--- config.mk ---
export PLATFORM = sky130hd
export DESIGN_NAME = iterative_shifter
export DESIGN_NICKNAME = d
export VERILOG_FILES = /design/src/rtl/iterative_shifter.sv
export SDC_FILE = /design/constraint.sdc
export NUM_CORES = 1
export LEC_CHECK = 0
export ABC_AREA = 1
export BUFFER_PORTS_ARGS = -buffer_cell sky130_fd_sc_hd__buf_4
export CAP_MARGIN = 20
export CORE_ASPECT_RATIO = 2
export CORE_UTILIZATION = 56
export CTS_CLUSTER_SIZE = 24
export DETAILED_ROUTE_END_ITERATION = 7
export PLACE_DENSITY = 0.84
export SLEW_MARGIN = 40
export SYNTH_ARGS = -nofsm -noshare
export SYNTH_HDL_FRONTEND = slang
export SYNTH_SLANG_ARGS = --single-unit
--- constraint.sdc ---
create_clock -name clk -period 2.3 [get_ports clk]
set_input_delay 0.23 -clock clk [delete_from_list [all_inputs] [get_ports clk]]
set_output_delay 0.23 -clock clk [all_outputs]
set_load 0.02 [all_outputs]
--- src/rtl/iterative_shifter.sv ---
// Multi-cycle barrel-free shifter: applies one 1-bit shift per clock until the count expires.
// Rotate ops (011 ROL, 100 ROR) exist only when ITERATIVE_SHIFTER_ROTATE_EN is defined.
module iterative_shifter #(
  parameter int WIDTH   = 32,
  parameter int SHAMT_W = 5   // must satisfy 2**SHAMT_W == WIDTH
) (
  input  logic               clk,
  input  logic               reset,
  input  logic               start,
  input  logic [2:0]         op,
  input  logic [SHAMT_W-1:0] shamt,
  input  logic [WIDTH-1:0]   data_in,
  output logic               busy,
  output logic               done,
  output logic [WIDTH-1:0]   data_out
);

  // state | meaning
  // IDLE  | waiting for start, data_out holds last result
  // SHIFT | one 1-bit shift per cycle while count is non-zero
  // DONE  | result valid for one cycle; a new start is accepted here
  typedef enum logic [1:0] {IDLE, SHIFT, DONE} state_t;

  state_t             state;
  logic [2:0]         op_q;
  logic [SHAMT_W-1:0] cnt;

  function automatic logic op_known(input logic [2:0] o);
    case (o)
      3'b000, 3'b001, 3'b010: return 1'b1;
`ifdef ITERATIVE_SHIFTER_ROTATE_EN
      3'b011, 3'b100:         return 1'b1;
`endif
      default:                return 1'b0;
    endcase
  endfunction

  function automatic logic [WIDTH-1:0] shift1(input logic [WIDTH-1:0] d, input logic [2:0] o);
    case (o)
      3'b000:  return {d[WIDTH-2:0], 1'b0};
      3'b001:  return {1'b0, d[WIDTH-1:1]};
      3'b010:  return {d[WIDTH-1], d[WIDTH-1:1]};
`ifdef ITERATIVE_SHIFTER_ROTATE_EN
      3'b011:  return {d[WIDTH-2:0], d[WIDTH-1]};
      3'b100:  return {d[0], d[WIDTH-1:1]};
`endif
      default: return d;
    endcase
  endfunction

  always_ff @(posedge clk) begin
    if (reset) begin
      state    <= IDLE;
      op_q     <= 3'b000;
      cnt      <= '0;
      data_out <= '0;
      busy     <= 1'b0;
      done     <= 1'b0;
    end else begin
      case (state)
        IDLE, DONE: begin
          done <= 1'b0;
          if (start) begin
            data_out <= data_in;
            op_q     <= op;
            // reserved codes run as a zero-length shift so latency stays uniform
            cnt      <= op_known(op) ? shamt : '0;
            busy     <= 1'b1;
            state    <= SHIFT;
          end else begin
            state <= IDLE;
          end
        end
        SHIFT: begin
          if (cnt != '0) begin
            data_out <= shift1(data_out, op_q);
            cnt      <= cnt - SHAMT_W'(1);
          end else begin
            busy  <= 1'b0;
            done  <= 1'b1;
            state <= DONE;
          end
        end
        default: begin
          busy  <= 1'b0;
          done  <= 1'b0;
          state <= IDLE;
        end
      endcase
    end
  end

endmodule

==> results.toml, run 1 <==
[run_status]
status = "finished clean"

[floorplanning]
fp.dieArea_um2 = 5350
num_rows = 36
die_x_um = 52.2
design.core.area_um2 = 4860
start_util_pct = 58.1
die_h_um = 102
io_pins = 77

[cts]
numCtsBuffers = 5
cts_resized = 0
clkTransAtPathRegs_ns = 0.09
cts_max_path_buffers = 2
cts_root_buf = "clkbuf_8"
hold_buffers = 0
cts.sinks = 44
post-cts-setup-buffer-count = 0
insertion_delay_ns = 0.31
htreeDepth = 2
tritoncts = "built"

[yosys]
yosysSeqAreaShare_pct = 31.2
yosys-top-cells-count = "nand2_1, nor2_1, dfxtp_1, inv_1, nand4_1"
ys_ff_latch = 44
synth-compound-area-share_pct = 3.72
yosys.area.top_type_share_pct = 31.2
ys_types = 23
synth_nets = 544
synth_cells = 500
synth.area.mux_share_pct = 0
synth_area_leader_cell = "dfxtp_1"
synth_edf_count = 0
synth_top_flop_cell = "dfxtp_1"
synth-simple-area-share_pct = 52.1
synth_xor_area_share_pct = 0
syn_area_um2 = 2830
ys_top_cells_by_area = "dfxtp_1, nand2_1, nor2_1, nand4_1, inv_1"
synth_most_common_cell = "nand2_1"
yosysWarnings = 0
synth_top_family_by_area = "simple AND/OR/NAND/NOR gates"
synthArstFlopShare_pct = 0
synthAdderAreaFrac_pct = 0.443
syn_area_per_cell_um2 = 5.65

[grt]
antenna_found_initial = 0
grt_pass1_vias = 3002
grt-ovfl-total = 0
grt_pass1_wl_mm = 12.3
grt_usage_pct = 30.3
grt_max_degree = 42

[worst_setup_path]
critPathArrivalTime_ns = 1.93
crit_path_frequent_cell = "nand2_1"
cpPeakStageDelay_ns = 0.36
crit_type = "register to register"
startpoint_type = "register"
crit_chain = "inv_1 > ha_1 > nand4_2 > nand3_2 > buf_4 > nand2_1 > nand2_1 > nor2_1"
r2r_slack_ns = 0.61
critPathMaxFanout = 21
slowest_stage = "dfxtp_1"
cp.required_ns = 2.55
cp-end-kind = "register"

[run]
max_cap_viol_count = 0

[place]
place_area_um2 = 3360
dp.cells = 611
dp_hpwl_mm = 5.12
io_buffers = 76
routabilityCongestion = 0.858

[final_layout]
nets = 605
instances_no_fill = 619
n_antenna_cell = 0
design_area_um2 = 3490
n_fill_cell = 477
area_delta_synth_final_pct = 23.4
drive_above_1_share_pct = 18.0

[power]
p_switching_uw = 1020
pwr-share-comb_pct = 39.3
pwr-share-seq_pct = 36.0
ir_worst_vdd_v = 0.000689
clock_power_share_pct = 24.7
p_sw_share_pct = 38.1
power.internal_uw = 1660
p_per_area_nw_per_um2 = 768
leakage_uw = 0.00184

[sta]
setup-violations-final = 0
hold_viol_final = 0
period_needed_ns = 1.69
clock_skew_ns = 0.00944
fmax_mhz = 592
finalCritPeriodShare_pct = 73.4
finalSetupTns_ns = 0
slew_headroom_pct = 54.6
rsz0062_at_grt = "false"
worst-slew-pin-transition_ns = 0.680
slew_viol_final = 0

[detailed_routing]
drt_iter0_drc = 93
dr.pass1.iters = 4
vias = 3240
wl_mm = 7.75
wl_per_cell_um = 12.5
vias_per_cell = 5.23
postRouteAntennaNets = 0
drc = 0

[worst_hold_path]
hp-class = "primary input to register"
-- kinds of logic after synthesis --
kind of cell,Yosys count
AND/OR/NAND/NOR,359
AO/OA/AOI/OAI,20
adder cells (fa/ha/maj),1
buffers and inverters,76
flip-flops,44
-- per-layer routing --
layer	vias to the layer above	share of wire, %	track usage [%]	wire [um]
met5	-	0	0	0
met4	0	2.0	11.5	157
met3	13	4.8	4.61	373
met2	99	54	59.8	4230
met1	1478	39	29.8	3000
li1	1650	-	-	-
-- cell usage in the layout (no fill, tap or decap), types with 2 or more instances in the layout --
cell type,n
inv_1,43
nand3_1,9
clkbuf_8,7
buf_4,83
inv_2,3
nand2_2,2
nand2_1,175
nand4_1,31
o21ai_0,8
nor2_4,2
o21ai_1,5
nor2_1,136
a21oi_1,5
dfxtp_1,44
-- power groups by stage --
stage	Sequential (uW)	Combinational (uW)	Clock, uW
floorplan	1070	634	0
global placement	980	1020	0
detailed placement	982	1040	0
CTS	965	1050	668
global route	978	1170	700
finish	965	1050	662
-- state kept, by name, summed over array words and instances (netlist names) --
signal and count:
done 1, op_q 3, state 2, data_out 32, cnt 5, busy 1
-- through the flow --
| step | power [uW] | utilization (%) | hold slack, ns | setup WS (ns) |
|---|---|---|---|---|
| after CTS | 2680 | 71.7 | 0.136 | 0.634 |
| after floorplan | 1700 | - | 0.299 | 1.01 |
| after global routing | 2850 | 71.7 | 0.129 | 0.466 |
| after global placement | 2000 | 69.1 | 0.448 | 0.714 |
| after detailed placement | 2020 | 69.1 | 0.456 | 0.667 |
| final | 2680 | 71.7 | 0.139 | 0.612 |
-- final timing paths --
kind                       start                        end  depth (start not counted)
max          cnt[0]$_SDFFE_PP0P_  data_out[19]$_SDFFE_PP0P_                          8
min                        reset        cnt[2]$_SDFFE_PP0P_                          2
max reg2reg  cnt[0]$_SDFFE_PP0P_  data_out[19]$_SDFFE_PP0P_                          8
min reg2reg    done$_SDFFE_PP0P_          done$_SDFFE_PP0P_                          2
-- layout make-up --
class | count | area, um2 | area share [%]
Clock buffer | 7 | 96.3 | 2.76
Clock inverter | 1 | 30.0 | 0.861
Multi-Input combinational cell | 380 | 1590 | 45.7
Inverter | 46 | 173 | 4.95
Timing Repair Buffer | 84 | 643 | 18.4
Sequential cell | 44 | 881 | 25.3
Tap cell | 57 | 71.3 | 2.04
-- worst max-delay path: cells and delay by family, from the launching register on --
family                     cells  cell delay, ns
buffers and inverters          2            0.39
DFF                            1            0.36
and+or+nand+nor                5            0.60
adders and majority gates      1            0.26
(Power assumes the default switching activity.)
==> run 2: changes to the inputs <==
ABC_AREA = 0   (was 1)
CORE_UTILIZATION = 46   (was 56)
PLACE_DENSITY = 0.76   (was 0.84)
clock period = 1.4 ns   (was 2.3 ns; I/O delays follow)
==> results.toml, run 2 <==
[run]
max_cap_viol_count = 0

[worst_setup_path]
cp.required_ns = 1.62
cp-end-kind = "register"
crit_type = "register to register"
r2r_slack_ns = -0.51
critPathArrivalTime_ns = 2.13
r2r_cells = 8
startpoint_type = "register"
critPathMaxFanout = 7

[final_layout]
n_fill_cell = 333
max_flop_register = "data_out"
reg_top3 = "data_out x32, cnt x5, op_q x3"
area_delta_synth_final_pct = 61.5
final_common_cell = "buf_4"
nets = 447
finish.utilization_pct = 77.8
n_antenna_cell = 0
final_cell_mix = "buf_4, dfxtp_1, nor2_1"
largest_reg_flops = 32
drive_above_1_share_pct = 52.5

[sta]
setup-violations-final = 41
period_needed_ns = 1.91
rsz0062_at_grt = "true"
hold_viol_final = 0
slew_viol_final = 0
slew_headroom_pct = 60.4
clock_skew_ns = 0.0105
fmax_mhz = 524
finalCritPeriodShare_pct = 136
worst-slew-pin-transition_ns = 0.579
setup_ws_ns = -0.509
timing.hold.ws_ns = 0.0935

[detailed_routing]
drt_iter0_drc = 89
wl_per_cell_um = 18.7
dr.pass1.iters = 4
postRouteAntennaNets = 0
vias_per_cell = 6.05
vias = 2788
wl_mm = 8.63
drc = 0

[floorplanning]
design.core.area_um2 = 4910
die_x_um = 52.7
io_pins = 77
die_h_um = 103
num_rows = 36
start_util_pct = 48.1
fp.dieArea_um2 = 5450

[cts]
clkTransAtPathRegs_ns = 0.09
cts_root_buf = "clkbuf_8"
insertion_delay_ns = 0.31
cts.sinks = 44
numCtsBuffers = 5
hold_buffers = 0
cts_max_path_buffers = 2
htreeDepth = 2
tritoncts = "built"

[power]
total_power_uw = 4310
leakage_uw = 0.00164
p_per_area_nw_per_um2 = 1130
ir_worst_vdd_v = 0.00103

[yosys]
yosys.area.top_type_share_pct = 37.3
synthArstFlopShare_pct = 0
synth_cells = 289
synth_top_flop_cell = "dfxtp_1"
syn_area_um2 = 2360
synth_xor_area_share_pct = 0.741
ys_ff_latch = 44
yosysSeqAreaShare_pct = 37.3
yosysWarnings = 0
synthAdderAreaFrac_pct = 0.529
ys_types = 37
synth.area.mux_share_pct = 0
synth-simple-area-share_pct = 18.3
synth_area_leader_cell = "dfxtp_1"
synth_most_common_cell = "dfxtp_1"
ys_top_cells_by_area = "dfxtp_1, a211oi_1, o31ai_1, o21a_1, nand2_1"
synth_edf_count = 0
synth_nets = 333
yosys-top-cells-count = "dfxtp_1, nand2_1, nor2_1, a211oi_1, o31ai_1"
synth-compound-area-share_pct = 36.4
synth_top_family_by_area = "compound AO/OA/AOI/OAI gates"
syn_area_per_cell_um2 = 8.18

[worst_hold_path]
hold_depth = 3
hp-class = "primary input to register"

[grt]
grt-ovfl-total = 0
grt_pass1_wl_mm = 12.8
antenna_found_initial = 0
grt_pass1_vias = 2811
grt_max_degree = 19
grt_usage_pct = 31.9

[place]
routabilityCongestion = 0.843
dp_hpwl_mm = 5.37
io_buffers = 76

[run_status]
violations = "setup timing"
status = "complete, but fails checks"
[run 2: cell types whose count changed after synthesis, moves of 5 or more]
cell / previous run / this run
nand2_1: 176 / 39
nand4_1: 31 / 0
a211oi_1: 1 / 32
buf_2: 16 / 6
o21a_1: 0 / 28
nor2_1: 136 / 36
clkbuf_1: 6 / 16
o21ai_1: 5 / 0
o31ai_1: 0 / 29
nand3_1: 9 / 3
inv_1: 43 / 3
[run 2: cell families after synthesis]
| kind of cell | Yosys count |
|---|---|
| AOI/OAI and AO/OA | 114 |
| DFF | 44 |
| xor gates and xnor gates | 2 |
| buffers and inverters | 31 |
| adders and majority gates | 1 |
| and+or+nand+nor | 97 |
[run 2: per-layer routing]
| metal | vias to the layer above | track usage [%] | wire length (um) |
|---|---|---|---|
| li1 | 1289 | - | - |
| met1 | 1374 | 31.2 | 3020 |
| met2 | 98 | 60.0 | 5000 |
| met3 | 27 | 4.39 | 320 |
| met4 | 0 | 19.2 | 292 |
| met5 | - | 0 | 0 |
[run 2: repair_timing]
item	CTS	global route
endpoints found under the hold margin	0	0
setup endpoints to repair	38	41
buffers inserted	13	4
resized for setup	31	46
gates cloned	3	1
pin swaps	12	7
[run 2: final timing paths]
path                                          start                        end
worst max-delay path            cnt[0]$_SDFFE_PP0P_  data_out[22]$_SDFFE_PP0P_
worst min-delay path                       shamt[4]        cnt[4]$_SDFFE_PP0P_
worst max register to register  cnt[0]$_SDFFE_PP0P_  data_out[22]$_SDFFE_PP0P_
worst min register to register    busy$_SDFFE_PP0P_          busy$_SDFFE_PP0P_
[run 2: critical path: stages, from the launching register on]
cell,delay (ns)
dfxtp_2,0.33
inv_2,0.08
ha_4,0.13
or4b_4,0.50
a311oi_4,0.32
buf_6,0.19
buf_16,0.14
nand2_2,0.06
o31ai_2,0.06
[run 2: layout make-up]
class / instances / area, um2 / area share [%]
multi-input cells: 214 / 1610 / 42.2
inverters: 3 / 11.3 / 0.295
well taps: 57 / 71.3 / 1.87
clock inverters: 2 / 10.0 / 0.262
repair buffers: 135 / 1150 / 30.0
flip-flops and latches: 44 / 885 / 23.2
clock buffers: 6 / 82.6 / 2.16
[run 2: power by group]
group | total [uW] | internal (uW) | switching (uW)
logic | 1840 | 918 | 922
registers | 1610 | 1410 | 200
clock network | 866 | 395 | 471
total | 4310 | 2720 | 1590
[run 2: metrics by stage]
stage | std cells | setup TNS, ns | area (um2) | setup slack (ns)
after CTS | 456 | -13.31 | 3570 | -0.420
final | 461 | -16.77 | 3820 | -0.509
after global routing | 461 | -19.61 | 3820 | -0.568
after floorplan | 289 | -10.37 | 2390 | -0.343
after global placement | 433 | -12.23 | 3210 | -0.376
after detailed placement | 433 | -14.04 | 3210 | -0.439
==> run 3: changes to the inputs <==
BUFFER_PORTS_ARGS = -buffer_cell sky130_fd_sc_hd__buf_2   (was -buffer_cell sky130_fd_sc_hd__buf_4)
==> results.toml, run 3 (synthesis results as in run 2) <==
[sta]
finalCritPeriodShare_pct = 130
hold_viol_final = 0
fmax_mhz = 550
finalSetupTns_ns = -14.26
period_needed_ns = 1.82
slew_headroom_pct = 64.1
setup_ws_ns = -0.420
rsz0062_at_grt = "true"
slew_viol_final = 0
setup-violations-final = 41
clock_skew_ns = 0.00955
worst-slew-pin-transition_ns = 0.537

[floorplanning]
num_rows = 36
design.core.area_um2 = 4910
start_util_pct = 48.1
die_x_um = 52.7
fp.dieArea_um2 = 5450
die_h_um = 103
io_pins = 77

[detailed_routing]
dr.pass1.iters = 4
vias = 2577
vias_per_cell = 5.73
drc = 0
wl_mm = 7.35
drt_iter0_drc = 58
postRouteAntennaNets = 0
wl_per_cell_um = 16.3

[power]
power.internal_uw = 2600
p_sw_share_pct = 35.7
leakage_uw = 0.00145
p_per_area_nw_per_um2 = 1210
ir_worst_vdd_v = 0.000998
pwr-share-seq_pct = 39.1
p_switching_uw = 1440
pwr-share-comb_pct = 36.6
clock_power_share_pct = 24.3
total_power_uw = 4050

[cts]
cts_root_buf = "clkbuf_8"
cts_max_path_buffers = 2
clkTransAtPathRegs_ns = 0.09
htreeDepth = 2
tritoncts = "built"
hold_buffers = 0
numCtsBuffers = 5
insertion_delay_ns = 0.30
cts.sinks = 44

[worst_setup_path]
r2r-start = "cnt[1]$_SDFFE_PP0P_"
slowest_stage = "or4b_4"
cpPeakStageDelay_ns = 0.51
cp_num_buf_inv = 3
critPathArrivalTime_ns = 2.03
cp-end-kind = "register"
crit_chain = "inv_2 > ha_4 > or4b_4 > a311oi_4 > buf_4 > buf_6 > nand2_1 > o31ai_1"
cp.required_ns = 1.61
crit_type = "register to register"
cp_top_family = "simple AND/OR/NAND/NOR gates"
critPathMaxFanout = 5
startpoint_type = "register"
startpoint = "cnt[1]$_SDFFE_PP0P_"

[grt]
grt_usage_pct = 27.2
grt_max_degree = 19
grt_pass1_vias = 2455
grt_pass1_wl_mm = 11.2
grt-ovfl-total = 0
antenna_found_initial = 0

[run_status]
status = "complete, but fails checks"
violations = "setup timing"

[final_layout]
reg_top3 = "data_out x32, cnt x5, op_q x3"
instances_no_fill = 450
max_flop_register = "data_out"
largest_reg_flops = 32
area_delta_synth_final_pct = 41.2
nets = 436
final_common_cell = "buf_2"
final_cell_mix = "buf_2, dfxtp_1, buf_4"
n_antenna_cell = 0
drive_above_1_share_pct = 43.5

[worst_hold_path]
hp-class = "primary input to register"
worstHoldStart = "op[0]"

[place]
routabilityCongestion = 0.900
io_buffers = 76
dp_hpwl_mm = 5.04
dp.cells = 433

[run]
max_cap_viol_count = 0
-- run 3: changes by cell type in the layout (fill, tap and decap cells not counted), moves of 3 or more --
cell     change
o31ai_2     -10
o21ai_0      +3
o31ai_1     +12
buf_6        +4
buf_4       -85
nand2_1     +14
buf_2       +76
buf_16       -3
nand2_2     -13
-- run 3: worst reg2reg max path: cells and delay by family (launching register included) --
kind | cells | cell delay (ns)
buffers and inverters | 3 | 0.39
adders and majority gates | 1 | 0.14
DFF | 1 | 0.34
AOI/OAI and AO/OA | 2 | 0.31
and+or+nand+nor | 2 | 0.56
-- run 3: worst paths after layout --
check,endpoint,slack [ns],depth (start not counted)
min,op_q[0]$_SDFFE_PP0P_,0.1,3
max,data_out[7]$_SDFFE_PP0P_,-0.42,8
min reg2reg,busy$_SDFFE_PP0P_,0.49,2
max reg2reg,data_out[7]$_SDFFE_PP0P_,-0.42,8
-- run 3: through the flow --
stage	utilization, %	instance area, um2	setup slack [ns]	hold slack, ns
floorplan	-	2390	-0.343	0.276
global route	68.0	3340	-0.482	0.103
global placement	61.1	3000	-0.374	0.395
detailed placement	61.1	3000	-0.425	0.405
finish	68.0	3340	-0.420	0.0961
CTS	65.5	3220	-0.380	0.0881
-- run 3: per-layer routing --
layer  track usage (%)  vias up  routed length [um]
met1              29.5     1226                2860
met3              3.51       15                 222
met5                 0        -                   0
met4              10.9        0                 152
met2              50.7       71                4120
li1                  -     1265                   -
-- run 3: final cells by class --
| type | instances | area (um2) |
|---|---|---|
| clock inverter | 2 | 35.0 |
| timing repair buffer | 124 | 786 |
| inverter | 3 | 11.3 |
| fill | 426 | 1570 |
| sequential | 44 | 883 |
| clock buffer | 6 | 72.6 |
| tap | 57 | 71.3 |
| multi-input combinational | 214 | 1480 |
-- run 3: timing repair --
action | 4_1_cts | 5_1_grt
setup endpoints to repair | 39 | 41
gates resized for setup | 21 | 25
gates cloned | 3 | 1
pin swaps | 7 | 4
buffers inserted | 3 | 2
-- run 3: power by group through the flow --
| stage | registers, uW | logic (uW) | clock network [uW] |
|---|---|---|---|
| global route | 1600 | 1600 | 1040 |
| detailed placement | 1590 | 1290 | 0 |
| CTS | 1570 | 1370 | 989 |
| global placement | 1590 | 1270 | 0 |
| floorplan | 1710 | 676 | 0 |
| finish | 1580 | 1480 | 984 |
